`config.mk`:
```
export PLATFORM = sky130hd
export DESIGN_NAME = pc_unit
export DESIGN_NICKNAME = d
export VERILOG_FILES = /design/src/rtl/pc_unit.sv
export SDC_FILE = /design/constraint.sdc
export NUM_CORES = 1
export LEC_CHECK = 0
export ABC_AREA = 1
export CAP_MARGIN = 40
export CORE_UTILIZATION = 55
export CTS_CLUSTER_SIZE = 10
export DETAILED_ROUTE_END_ITERATION = 10
export GPL_ROUTABILITY_DRIVEN = 0
export PLACE_DENSITY = 0.86
export SYNTH_ARGS = -nofsm -noshare
export SYNTH_HDL_FRONTEND = slang
export SYNTH_SLANG_ARGS = --single-unit
```
`constraint.sdc`:
```
create_clock -name clk -period 2.85 [get_ports clk]
set_clock_uncertainty 0.15 [all_clocks]
set_input_delay 0.4275 -clock clk [delete_from_list [all_inputs] [get_ports clk]]
set_output_delay 0.4275 -clock clk [all_outputs]
set_load 0.02 [all_outputs]
```
`src/rtl/pc_unit.sv`:
```
// rtl/pc_unit.sv - fetch-stage program counter with circular return-address stack
module pc_unit #(
   parameter int PC_WIDTH = 15,
   parameter int OFF_WIDTH = 12,
   parameter int RAS_DEPTH = 4,
   parameter logic [PC_WIDTH-1:0] RESET_VECTOR = '0
) (
   input  logic                         clk,
   input  logic                         reset,
   input  logic                         enable,
   input  logic [2:0]                   op,
   input  logic [PC_WIDTH-1:0]          target,
   input  logic [OFF_WIDTH-1:0]         offset,
   output logic [PC_WIDTH-1:0]          pc_out,
   output logic [PC_WIDTH-1:0]          ras_top,
   output logic [$clog2(RAS_DEPTH):0]   ras_count,
   output logic                         ras_full,
   output logic                         ras_empty,
   output logic                         ras_overflow,
   output logic                         ras_underflow
);

   localparam int PTR_W = $clog2(RAS_DEPTH);
   localparam int CNT_W = PTR_W + 1;

   localparam logic [2:0] OP_SEQ  = 3'b000;
   localparam logic [2:0] OP_BR   = 3'b001;
   localparam logic [2:0] OP_JMP  = 3'b010;
   localparam logic [2:0] OP_CALL = 3'b011;
   localparam logic [2:0] OP_RET  = 3'b100;

   logic [PC_WIDTH-1:0] pc;
   logic [PC_WIDTH-1:0] pc_inc;
   logic [PC_WIDTH-1:0] pc_br;
   logic [PC_WIDTH-1:0] stack [RAS_DEPTH];
   logic [PTR_W-1:0]    ptr;
   logic [CNT_W-1:0]    count;
   logic                ovf;
   logic                unf;
   logic                full;
   logic                empty;

   assign pc_inc = pc + PC_WIDTH'(1);
   assign pc_br  = pc + PC_WIDTH'($signed(offset));
   assign full   = (count == CNT_W'(RAS_DEPTH));
   assign empty  = (count == '0);

   // ptr always names the top entry; a push on a full stack wraps onto the oldest one
   always_ff @(posedge clk) begin
      if (reset) begin
         pc    <= RESET_VECTOR;
         ptr   <= '0;
         count <= '0;
         ovf   <= 1'b0;
         unf   <= 1'b0;
      end else if (enable) begin
         case (op)
            OP_SEQ: pc <= pc_inc;
            OP_BR:  pc <= pc_br;
            OP_JMP: pc <= target;
            OP_CALL: begin
               stack[ptr + PTR_W'(1)] <= pc_inc;
               ptr <= ptr + PTR_W'(1);
               pc  <= target;
               if (full)
                  ovf <= 1'b1;
               else
                  count <= count + CNT_W'(1);
            end
            OP_RET: begin
               if (!empty) begin
                  pc    <= stack[ptr];
                  ptr   <= ptr - PTR_W'(1);
                  count <= count - CNT_W'(1);
               end else begin
                  pc  <= target;
                  unf <= 1'b1;
               end
            end
            default: ;
         endcase
      end
   end

   assign pc_out        = pc;
   assign ras_top       = empty ? '0 : stack[ptr];
   assign ras_count     = count;
   assign ras_full      = full;
   assign ras_empty     = empty;
   assign ras_overflow  = ovf;
   assign ras_underflow = unf;

endmodule
```
==> run_results.csv <==
group,metric,value,unit
drt,ant_nets,0,
floorplan,ios,70,
timing,period_share,96.99,%
cells_and_area,area_delta_synth_final,21.39,%
cts,cts_tree,"done",
power,p_leak,2.617,nW
job,drv_cap,0,
run_status,status,"finished, final reports clean",
drt,dr_total_vias,4728,
cells_and_area,n_antenna_cell,0,
timing,maxSlewViolCount,0,
drt,dr.pass1.iters,5,
yosys,postSynthCellCount,637,
min_path,hold_path_class,"register to register",
global_routing,grt_max_degree,31,
yosys,yosysSeqAreaShare,46.17,%
placement,dpl_cell_area,5793,µm²
cells_and_area,final_cell_area,6001,µm²
placement,portBuffers,69,
worst_setup_path,r2r_start,"pc_out[0]$_SDFFE_PP0P_",
global_routing,grtUsageTotal,28.90,%
cts,cts_buffers,9,
drt,route.detailed.drc,0,
placement,dpl_worst_slack,0.3212,ns
drt,wl_met3,1142,µm
cells_and_area,fin_util,68.81,%
cells_and_area,fillCellCount,697,
cells_and_area,ff_latch_area,2282,µm²
drt,routed.top_layer,"met4",
floorplan,row_count,34,
drt,met2_wirelength,6315,µm
placement,place_hpwl,9680,µm
yosys,yosysUniqueCellTypes,36,
worst_setup_path,cp_max_fo,20,
worst_setup_path,end_kind,"output port",
drt,vias_per_cell,5.717,
floorplan,die_area,9371,µm²
worst_setup_path,rrSetupSlack,0.52,ns
timing,max_freq,0.3618,GHz
yosys,yosysWarningCount,0,
drt,wl_per_cell,16.02,µm
power,power_density,457.6,nW/µm²
yosys,synth-seq-cells,84,
cells_and_area,multiInputGateArea,2276,µm²
cts,clk_path_buf_depth,2,
yosys,syn_avg_cell_area,7.761,µm²
floorplan,die_h,96.81,µm
cts,cts_root_buf,"clkbuf_8",
floorplan,initial_core_util,56.69,%
drt,drtIter0Drc,375,
cts,clock_latency,0.35,ns
timing,setup_viol,0,
cells_and_area,fin_nets,768,
worst_setup_path,cp.required,2.27,ns
power,vdd_drop_max,0.2370,mV
global_routing,grt_pass1_vias,4591,
worst_setup_path,worstSetupPathType,"register to output port",
drt,wirelength,13250,µm
yosys,syn-num-nets,691,
worst_setup_path,setup.worst_path.start_class,"register",
timing,slew_headroom,63.48,%
cts,clk_pin_slew,0.09,ns
global_routing,grt_antenna_before_repair,0,
cells_and_area,layout-drive-gt1-share,8.762,%
cts,cts_htree_levels,3,
global_routing,grt_pass1_wl,21760,µm
global_routing,grt_remaining_overflow,0,
min_path,min_from,"ras_underflow$_SDFFE_PP0P_",
timing,tightest_slew,0.5459,ns
worst_setup_path,critPathArrivalTime,2.19,ns
yosys,syn-cell-area,4943,µm²
floorplan,die-width,96.81,µm
cts,numClockSinks,84,
drt,wl_met1,5344,µm
floorplan,core-area,8721,µm²
timing,hold_viol_final,0,
timing,layout_setup_ws,0.08578,ns
timing,finalCriticalPeriod,2.764,ns
synth_stat cells:
library cell  instances  area, µm²
fa_1                  2      40.04
a41oi_1               3      26.28
and2_1                2      12.51
xnor2_1               1      8.760
clkinv_1              1      3.750
buf_1                 1      3.750
or2_2                 2      12.51
dfxtp_1              24      480.5
nand3_1              27      135.1
inv_1                62      232.7
nand2_4               1      11.26
nand2_1             147      551.8
nor3_1                6      30.03
o21bai_1              1      7.510
a21oi_2               2      17.52
nand2_2               1      6.260
a21oi_1              50      250.2
a31oi_1               2      12.51
edfxtp_1             60       1802
clkbuf_2              1      5.000
nor2_2                2      12.51
o21ai_1              14      70.07
nor3_2                3      30.03
o21ai_0              54      270.3
inv_2                20      75.07
xor2_1               10      87.58
nor2_4                1      11.26
nand3b_1              3      22.52
nor2_1               90      337.8
or2_1                 1      6.260
ha_1                 19      237.7
nand3_2               1      10.01
buf_6                 1      11.26
nand4_1               8      50.05
clkbuf_1              7      26.28
buf_2                 7      35.03
critical path, stage by stage, from the launching register on:
cell and delay [ns]:
dfxtp_1 0.39, buf_4 0.27, nor2_1 0.08, nor2_1 0.09, o21ai_0 0.14, a21oi_2 0.24
clkdlybuf4s50_1 0.63
what timing repair did:
action / CTS / global route
hold buffers: 0 / 0
setup buffers: 0 / 0
setup endpoints to repair: 0 / 7
gates resized for setup: 0 / 7
cell families (layout without fill, tap and decap cells):
group	count (synthesis)	count (layout)	share of synthesized area (%)
and+or+nand+nor	295	295	25.08
adders and majority gates	21	21	5.619
buffers and inverters	100	182	7.947
xor gates and xnor gates	11	11	1.949
AOI/OAI and AO/OA	126	126	13.24
DFF	84	84	46.17
flip-flops by register name, indices dropped and copies added, names as in the netlist, named ones only:
name and flops:
ras_underflow 1, ras_overflow 1, stack 60, pc_out 15, ptr 2, ras_count 3
stage by stage:
stage          total power [mW]  std cells   TNS (ns)  hold WS, ns
3_5_place_dp              1.945        811          0       0.3264
3_3_place_gp              1.925        811          0       0.3046
2_1_floorplan             1.727        637          0       0.3466
5_1_grt                   2.851        827  -0.007319       0.3826
4_1_cts                   2.735        827          0       0.3466
6_report                  2.746        827          0       0.3421
report_power, final:
part / internal, mW / switching [mW] / total, mW
Clock: 0.400 / 0.415 / 0.815
Combinational: 0.220 / 0.343 / 0.563
Sequential: 1.33 / 0.0351 / 1.37
metal layers:
layer  track usage [%]  vias to the layer above
met5                 0                        -
met4             13.89                        0
met3             3.468                       49
met2             48.05                      278
met1             37.56                     2146
li1                  -                     2255
layout by cell type (no fill, tap or decap), drive strengths merged, types with 6 or more instances in the layout:
| cell | n |
|---|---|
| a21oi | 52 |
| nor2 | 93 |
| clkinv | 6 |
| buf | 14 |
| nand3 | 28 |
| ha | 19 |
| xor2 | 10 |
| clkbuf | 9 |
| o21ai | 68 |
| dfxtp | 24 |
| edfxtp | 60 |
| nor3 | 9 |
| nand2 | 149 |
| clkdlybuf4s50 | 65 |
| nand4 | 8 |
| inv | 82 |
final cells by class:
cell class                 instances  area share, %
sequential                        84          38.03
clock inverter                     7          1.084
timing repair buffer              83          13.43
inverter                          83          5.213
tap                              108          2.252
clock buffer                       9          2.064
multi-input combinational        453          37.93
worst paths after layout:
kind / end / cells after the start
min reg2reg: ras_underflow$_SDFFE_PP0P_ / 2
max: ras_top[5] / 6
min: ras_underflow$_SDFFE_PP0P_ / 2
max reg2reg: pc_out[6]$_SDFFE_PP0P_ / 8
Note: power is estimated with default switching activity, not from simulation.
